$ cat src/rtl/timer_dev_if.sv
// Peripheral bus between the CPU (master) and a timer device (slave):
// word write strobe/address/data in, combinational read data and IRQ out.
interface timer_dev_if;
    logic        We;
    logic [31:0] ADDR;
    logic [31:0] WD;
    logic [31:0] RD;
    logic        IRQ;

    modport master (output We, ADDR, WD, input RD, IRQ);
    modport slave  (input We, ADDR, WD, output RD, IRQ);
endinterface

$ cat src/rtl/timer_dev.sv
// Countdown timer peripheral: CTRL/PRESET/COUNT registers, one-shot or
// auto-reload, interrupt flag masked by CTRL.IM.
module timer_dev #(
    parameter logic [31:0] BASE = 32'h0000_7F00
) (
    input  logic        clk,
    input  logic        reset,
    timer_dev_if.slave  bus
);
    typedef enum logic [1:0] {IDLE, LOAD, CNT, INT} state_e;

    localparam logic [1:0] OFF_CTRL   = 2'd0;
    localparam logic [1:0] OFF_PRESET = 2'd1;
    localparam logic [1:0] OFF_COUNT  = 2'd2;

    state_e      state_q, state_d;
    logic [3:0]  ctrl_q, ctrl_d;
    logic [31:0] preset_q, preset_d;
    logic [31:0] count_q, count_d;
    logic        irq_q, irq_d;

    logic        hit;
    logic [1:0]  off;
    logic        en, im, auto_reload;
    logic        unused_addr;

    assign hit         = (bus.ADDR[31:4] == BASE[31:4]);
    assign off         = bus.ADDR[3:2];
    assign unused_addr = ^bus.ADDR[1:0];
    assign en          = ctrl_q[0];
    assign im          = ctrl_q[3];
    assign auto_reload = (ctrl_q[2:1] == 2'b01);

    always_comb begin
        bus.RD = '0;
        if (hit) begin
            case (off)
                OFF_CTRL:   bus.RD = {28'b0, ctrl_q};
                OFF_PRESET: bus.RD = preset_q;
                OFF_COUNT:  bus.RD = count_q;
                default:    bus.RD = '0;
            endcase
        end
    end

    assign bus.IRQ = irq_q & im;

    always_comb begin
        state_d  = state_q;
        ctrl_d   = ctrl_q;
        preset_d = preset_q;
        count_d  = count_q;
        irq_d    = irq_q;

        case (state_q)
            IDLE: if (en) state_d = LOAD;
            LOAD: begin
                count_d = preset_q;
                state_d = CNT;
            end
            CNT: begin
                if (!en) begin
                    state_d = IDLE;
                end else if (count_q > 32'd1) begin
                    count_d = count_q - 32'd1;
                end else begin
                    count_d = '0;
                    irq_d   = 1'b1;
                    state_d = INT;
                end
            end
            INT: begin
                if (auto_reload) begin
                    irq_d   = 1'b0;
                    state_d = LOAD;
                end else begin
                    ctrl_d[0] = 1'b0;
                    state_d   = IDLE;
                end
            end
            default: state_d = IDLE;
        endcase

        // Bus writes come last so they override same-edge FSM updates to
        // CTRL and irq_flag.
        if (bus.We && hit) begin
            case (off)
                OFF_CTRL: begin
                    ctrl_d = bus.WD[3:0];
                    irq_d  = 1'b0;
                end
                OFF_PRESET: begin
                    preset_d = bus.WD;
                    irq_d    = 1'b0;
                end
                default: ;
            endcase
        end
    end

    always_ff @(posedge clk or posedge reset) begin
        if (reset) begin
            state_q  <= IDLE;
            ctrl_q   <= '0;
            preset_q <= '0;
            count_q  <= '0;
            irq_q    <= 1'b0;
        end else begin
            state_q  <= state_d;
            ctrl_q   <= ctrl_d;
            preset_q <= preset_d;
            count_q  <= count_d;
            irq_q    <= irq_d;
        end
    end
endmodule

$ cat src/flat_wrapper.sv
// flat-port wrapper written by rule: the top's interface ports become plain ports
module timer_dev_flat 
#(
    parameter logic [31:0] BASE = 32'h0000_7F00
)
  (clk, reset, bus_We, bus_ADDR, bus_WD, bus_RD, bus_IRQ);
  timer_dev_if bus_i ();
  input  logic clk;
  input  logic reset;
  input wire logic [$bits(bus_i.We)-1:0] bus_We;
  input wire logic [$bits(bus_i.ADDR)-1:0] bus_ADDR;
  input wire logic [$bits(bus_i.WD)-1:0] bus_WD;
  output wire logic [$bits(bus_i.RD)-1:0] bus_RD;
  output wire logic [$bits(bus_i.IRQ)-1:0] bus_IRQ;
  assign bus_i.We = bus_We;
  assign bus_i.ADDR = bus_ADDR;
  assign bus_i.WD = bus_WD;
  assign bus_RD = bus_i.RD;
  assign bus_IRQ = bus_i.IRQ;
  timer_dev #(.BASE(BASE)) u_core (.clk(clk), .reset(reset), .bus(bus_i));
endmodule
$ cat config.mk
export PLATFORM = sky130hd
export DESIGN_NAME = timer_dev_flat
export DESIGN_NICKNAME = d
export VERILOG_FILES = /design/src/rtl/timer_dev_if.sv /design/src/rtl/timer_dev.sv /design/src/flat_wrapper.sv
export SDC_FILE = /design/constraint.sdc
export NUM_CORES = 1
export LEC_CHECK = 0
export BUFFER_PORTS_ARGS = -buffer_cell sky130_fd_sc_hd__buf_2
export CAP_MARGIN = 30
export CORE_ASPECT_RATIO = 0.8
export CORE_MARGIN = 2
export CORE_UTILIZATION = 40
export DETAILED_ROUTE_END_ITERATION = 10
export GPL_ROUTABILITY_DRIVEN = 1
export PLACE_DENSITY = 0.63
export SLEW_MARGIN = 30
export SYNTH_ARGS = -nofsm -noshare
export SYNTH_HDL_FRONTEND = slang
export SYNTH_SLANG_ARGS = --single-unit
$ cat constraint.sdc
create_clock -name clk -period 4.8 [get_ports clk]
set_input_delay 0.48 -clock clk [delete_from_list [all_inputs] [get_ports clk]]
set_output_delay 0.48 -clock clk [all_outputs]
set_load 0.005 [all_outputs]
==> results of run 1 <==
[final timing paths]
| check | start | cells after the start | endpoint | slack, ns |
|---|---|---|---|---|
| worst min register to register | u_core.ctrl_q[1] | 1 | u_core.ctrl_q[1] | 0.53 |
| worst max register to register | u_core.state_q[0] | 5 | u_core.count_q[19] | 1.53 |
| min in group clk | bus_WD[5] | 2 | u_core.preset_q[5] | 0.36 |
| worst min-delay path | reset | 2 | u_core.preset_q[24] | 0.23 |
| worst max-delay path | u_core.state_q[0] | 5 | u_core.count_q[19] | 1.53 |
| max in group asynchronous | reset | 3 | u_core.preset_q[12] | 3.79 |
[report_power, final]
part,total [µW],internal [µW],switching (µW)
sequential,599,599,0.0000637
clock,602,353,249
combinational,55.3,23.2,32.1
[critical path: stages, from the launching register on]
cell and delay (ns):
dfrtp_1 0.78, nor2b_2 0.90, a21oi_4 0.27, buf_8 0.25
or3_1 0.57, o311ai_0 0.38
[cell usage in the layout, fill, tap and decap left out, types with 3 or more instances in the layout]
| master | n |
|---|---|
| nor2b_1 | 5 |
| o21ai_1 | 4 |
| mux2i_1 | 6 |
| buf_2 | 97 |
| nor2b_2 | 3 |
| buf_4 | 7 |
| dfrtp_1 | 71 |
| and2_1 | 3 |
| nand2b_1 | 4 |
| o311ai_0 | 6 |
| clkbuf_16 | 9 |
| o31ai_1 | 9 |
| o311a_1 | 3 |
| nand4_1 | 5 |
| a32oi_1 | 10 |
| nand3_1 | 13 |
| o41ai_1 | 6 |
| nand2_1 | 23 |
| a22oi_1 | 34 |
| nor4b_1 | 4 |
| o211ai_1 | 10 |
| a21oi_1 | 7 |
| mux2_2 | 35 |
| nor3_1 | 12 |
| or2_2 | 3 |
| o21ai_0 | 7 |
| a31oi_1 | 5 |
| a22o_1 | 7 |
| nor2_1 | 47 |
| or4_1 | 11 |
| inv_1 | 8 |
| or3_1 | 11 |
| nor4_1 | 11 |
[cells in the mapped netlist (6+ instances only)]
| library cell | instances | area [µm²] |
|---|---|---|
| a21oi_1 | 8 | 40.04 |
| a22o_1 | 7 | 61.31 |
| a22oi_1 | 34 | 255.2 |
| a32oi_1 | 10 | 87.58 |
| clkbuf_1 | 30 | 112.6 |
| dfrtp_1 | 71 | 1777 |
| inv_1 | 9 | 33.78 |
| mux2_2 | 35 | 394.1 |
| mux2i_1 | 6 | 60.06 |
| nand2_1 | 23 | 86.33 |
| nand3_1 | 13 | 65.06 |
| nor2_1 | 48 | 180.2 |
| nor2b_1 | 8 | 50.05 |
| nor3_1 | 12 | 60.06 |
| nor4_1 | 11 | 68.82 |
| o211ai_1 | 10 | 75.07 |
| o21ai_0 | 7 | 35.03 |
| o311ai_0 | 6 | 52.55 |
| o31ai_1 | 9 | 67.56 |
| o41ai_1 | 6 | 52.55 |
| or3_1 | 11 | 68.82 |
| or4_1 | 11 | 82.58 |
[layer usage]
| metal | wire [µm] | global-route usage, % | vias to the layer above |
|---|---|---|---|
| met1 | 6126 | 32.72 | 1934 |
| met2 | 5609 | 33.10 | 129 |
| met4 | 117 | 4.741 | 0 |
| li1 | - | - | 1908 |
| met5 | 0 | 0 | - |
| met3 | 783 | 5.810 | 12 |
[sequential cells by signal, indices dropped and copies added, names as in the netlist]
signal	count
u_core.state_q	2
u_core.count_q	32
u_core.preset_q	32
u_core.irq_q	1
u_core.ctrl_q	4
[final cells by class]
class                      instances  area (µm²)
clock inverter                     2       10.01
sequential                        71        1777
timing repair buffer             105       553.0
tap                              144       180.2
multi-input combinational        335        2386
fill                            1024        5578
inverter                           9       36.28
clock buffer                      11       242.7
[cells by family (layout without fill, tap and decap cells)]
family                   count (synthesis)  after routing  share of synthesized area (%)
flip-flops                              71             71                          40.55
adder cells (fa/ha/maj)                  2              2                         0.5710
AND/OR/NAND/NOR                        170            170                          22.02
AO/OA/AOI/OAI                          122            122                          21.02
buffers and inverters                   51            127                          5.483
multiplexers                            41             41                          10.37
[through the flow]
stage / std cells / worst slack, ns / hold slack [ns]
final: 677 / 1.531 / 0.2254
after global routing: 677 / 1.300 / 0.2748
after CTS: 676 / 1.602 / 0.2456
after detailed placement: 663 / 1.407 / 0.5248
after global placement: 663 / 1.466 / 0.5164
after floorplan: 457 / 2.323 / 0.4784
==> flow_summary_export.csv, run 1 <==
group,metric,value,unit
clock_tree,clock-sinks,71,
synthesis,yosys.cell_types.count,58,
clock_tree,hold_buffers,0,
hold_path,hp-class,"in2async",
timing,tns,0,ns
power_and_ir_drop,p_per_area,242.3,mW/mm²
route,via_per_inst,5.883,
synthesis,synthFlopType,"dfrtp_1",
route,firstDrtPassIters,5,
clock_tree,cts_tree,"done",
finish,nNetsFinal,600,
floorplan,io_pins,100,
clock_tree,cts-root-buf,"clkbuf_16",
placement,io_buffers,97,
power_and_ir_drop,total_leakage_power,0.002453,µW
clock_tree,cts_buffers,9,
timing,worst_slew_pin_slew,0.9494,ns
route,wire_per_inst,18.66,µm
outcome,outcome,"complete, no violations",
clock_tree,htree_levels,3,
timing,period_share,68.11,%
global_routing,grt_max_degree,49,
floorplan,initial_utilization,40.71,%
power_and_ir_drop,total_power,1256,µW
route,vias,3983,
timing,relSlewSlack,36.42,%
synthesis,yosysWarnings,0,
floorplan,dieWidth,121.0,µm
floorplan,core-area,0.01076,mm²
timing,fin_crit,3.269,ns
synthesis,postSynth.asyncResetShare,100.0,%
route,drt_iter0_markers,316,
placement,dp_hpwl,8.565,mm
power_and_ir_drop,vdd_ir_drop_max,0.1909,mV
timing,rsz0062_at_grt,"no",
finish,finalInstanceArea,0.005185,mm²
finish,antenna_cells,0,
synthesis,synth.avg_cell_area,9.588,µm²
clock_tree,clk_pin_slew,0.06,ns
finish,area_growth,18.33,%
timing,clock.fmax,0.3059,GHz
synthesis,synth_edf_count,0,
placement,gp_congestion,0.8302,
synthesis,syn_nets,526,
timing,setup_violations,0,
global_routing,grtUsageTotal,22.35,%
setup_path,worstPathMaxFanout,22,
setup_path,arrival,3.50,ns
route,drc,0,
floorplan,die_h,97.62,µm
global_routing,grt_first_pass_wirelength,20.87,mm
global_routing,antenna_found_initial,0,
clock_tree,post_cts_buffers,0,
global_routing,grt_pass1_vias,3932,
finish,fin_util,48.17,%
timing,report.final.slew_viol_count,0,
synthesis,netlist_instances,457,
run,drv_cap,0,
floorplan,rows,34,
route,routed_wl,12.64,mm
setup_path,worstPathRequired,5.03,ns
clock_tree,clock_latency,0.34,ns
setup_path,crit_type,"reg2reg",
global_routing,overflow,0,
placement,dpl-instance-area,0.004917,mm²
synthesis,syn_area,0.004382,mm²
route,antenna_left,0,
clock_tree,cts_resized,0,
finish,layout-drive-gt1-share,31.89,%
timing,skew,0.006713,ns
setup_path,critPathCaptureType,"flip-flop",
floorplan,die_area,0.01181,mm²
synthesis,synth-seq-cells,71,
clock_tree,cts_buffer_depth,2,
timing,hold_violations,0,
synthesis,ys_seq_area_share,40.55,%
setup_path,worst_setup_path_start_kind,"flip-flop",
Note: power is estimated with default switching activity, not from simulation.
==> run 2, diff against run 1 <==
==> constraint.sdc (replaced) <==
create_clock -name clk -period 3.1 [get_ports clk]
set_input_delay 0.31 -clock clk [delete_from_list [all_inputs] [get_ports clk]]
set_output_delay 0.31 -clock clk [all_outputs]
set_load 0.005 [all_outputs]
==> run 2 against run 1 <==
  * Critical path depth increased by 1
  * Global-route usage is 0.062 points lower
  * Wire length about the same
  * Flip-flop and latch count stayed put
  * Setup slack lost 1.2 ns
  * Die area is the same
  * Register-to-register slack got worse by 1.2 ns
  * Highest routed layer unchanged
==> flow_summary_export.csv, run 2 (synthesis results as in run 1) <==
group,metric,value,unit
global_routing,grtUsageTotal,22.29,%
floorplan,die_area,0.01181,mm²
hold_path,min_from,"bus_WD[29]",
finish,fin_util,49.54,%
hold_path,holdPathStages,2,
finish,area_growth,21.67,%
timing,relSlewSlack,54.88,%
setup_path,crit_type,"reg2reg",
global_routing,use_met1,32.08,%
floorplan,die_h,97.62,µm
floorplan,io_pins,100,
timing,worst_slew_pin_slew,0.6769,ns
power_and_ir_drop,vdd_ir_drop_max,0.3415,mV
hold_path,min_to,"u_core.preset_q[29]",
placement,gp_congestion,0.8480,
timing,clock.fmax,0.3638,GHz
clock_tree,htree_levels,3,
finish,layout-drive-gt1-share,33.64,%
route,antenna_left,0,
power_and_ir_drop,total_leakage_power,0.002536,µW
power_and_ir_drop,comb_power_share,4.3,%
finish,final_common_cell,"buf_2",
clock_tree,clock_latency,0.34,ns
placement,dp.cells,679,
clock_tree,cts_tree,"done",
clock_tree,cts_buffer_depth,2,
power_and_ir_drop,p_sw_share,21.15,%
clock_tree,post_cts_buffers,0,
global_routing,overflow,0,
route,via_per_inst,5.857,
timing,hold_violations,0,
setup_path,r2r_slack,0.35,ns
finish,finalNonFillerCells,694,
global_routing,grt_pass1_vias,3997,
timing,fin_crit,2.749,ns
power_and_ir_drop,p_per_area,377.1,mW/mm²
power_and_ir_drop,clockPowerShare,49.6,%
outcome,outcome,"complete, no violations",
setup_path,worst_setup_path_start_kind,"flip-flop",
timing,period_share,88.67,%
route,drt_iter0_markers,246,
global_routing,top_usage_layer,"met2",
clock_tree,cts_buffers,9,
route,wire_per_inst,18.19,µm
power_and_ir_drop,power.share.sequential,46.1,%
floorplan,rows,34,
floorplan,dieWidth,121.0,µm
clock_tree,clk_pin_slew,0.06,ns
finish,layout_common_cells,"buf_2 (97), dfrtp_1 (71), nor2_1 (47), mux2_2 (35), a22oi_1 (34)",
setup_path,timing.rr.start,"u_core.count_q[28]",
global_routing,grt_max_degree,33,
global_routing,use_met3,5.282,%
setup_path,arrival,2.97,ns
timing,tns,0,ns
route,drc,0,
finish,nNetsFinal,616,
finish,fillers,1044,
route,firstDrtPassIters,4,
route,vias,4065,
setup_path,worstPathRequired,3.32,ns
clock_tree,cts-root-buf,"clkbuf_16",
timing,rsz0062_at_grt,"no",
timing,skew,0.009489,ns
setup_path,critPathCaptureType,"flip-flop",
setup_path,reg2reg_depth,6,
global_routing,grtUsageMet2,33.79,%
global_routing,grt_first_pass_wirelength,20.87,mm
route,routed_wl,12.63,mm
global_routing,antenna_found_initial,0,
timing,setup_violations,0,
power_and_ir_drop,total_power,2011,µW
setup_path,worstPathMaxFanout,8,
timing,hold_ws,0.2013,ns
finish,antenna_cells,0,
floorplan,core-area,0.01076,mm²
placement,dp_hpwl,8.916,mm
run,drv_cap,0,
finish,largestRegisters,"u_core.count_q (32), u_core.preset_q (32), u_core.ctrl_q (4)",
hold_path,hp-class,"in2reg",
floorplan,initial_utilization,40.71,%
power_and_ir_drop,power.internal,1585,µW
timing,report.final.slew_viol_count,0,
placement,io_buffers,97,
setup_path,regToRegEndpoint,"u_core.count_q[29]",
power_and_ir_drop,p_switching,425.3,µW
clock_tree,clock-sinks,71,
==> run 2: worst max-delay path, stage by stage (launching register included) <==
cell     delay (ns)
dfrtp_1        0.41
or4_4          0.58
or4_4          0.45
nor4_4         0.52
buf_4          0.26
o31ai_1        0.08
a221o_1        0.32
==> run 2: area by class of cell <==
cell class | count | area, µm² | area share (%)
repair buffers | 121 | 680.7 | 12.77
multi-input cells | 335 | 2376 | 44.57
flip-flops and latches | 71 | 1777 | 33.33
clock buffers | 14 | 284.0 | 5.327
well taps | 144 | 180.2 | 3.379
inverters | 9 | 33.78 | 0.6337
==> run 2: through the flow <==
| stage | instance area (µm²) | worst slack, ns |
|---|---|---|
| after floorplan | 4382 | 0.7623 |
| after global placement | 5037 | 0.4191 |
| after detailed placement | 5037 | 0.3690 |
| after CTS | 5331 | 0.3389 |
| after global routing | 5331 | 0.2488 |
| final | 5331 | 0.3513 |
==> run 2: power groups by stage <==
| stage | registers (µW) | logic [µW] | clock network (µW) |
|---|---|---|---|
| final | 927 | 86.0 | 997 |
| after global routing | 927 | 97.5 | 1060 |
| after CTS | 927 | 88.5 | 1020 |
| after detailed placement | 944 | 87.5 | 0 |
| after global placement | 944 | 86.0 | 0 |
| after floorplan | 944 | 32.0 | 0 |
==> run 2: metal layers <==
metal	share of wire [%]	vias to the layer above
li1	-	1940
met1	49	1976
met2	44	136
met3	6.0	13
met4	1.1	0
met5	0	-
==> run 2: how the worst max path moves through the flow <==
stage | start | to | cells after the start
finish | u_core.count_q[28] | u_core.count_q[29] | 6
global route | u_core.count_q[28] | u_core.count_q[29] | 6
CTS | u_core.count_q[28] | u_core.count_q[29] | 6
detailed placement | u_core.count_q[28] | u_core.count_q[29] | 6
global placement | u_core.count_q[28] | u_core.count_q[29] | 6
floorplan | u_core.count_q[28] | u_core.count_q[21] | 7
==> run 2: timing repair <==
item                                    in CTS  in global routing
endpoints found under the setup margin       0                  0
gates resized for setup                      0                  0
hold buffers                                 1                  0
hold endpoints to repair                    17                  0
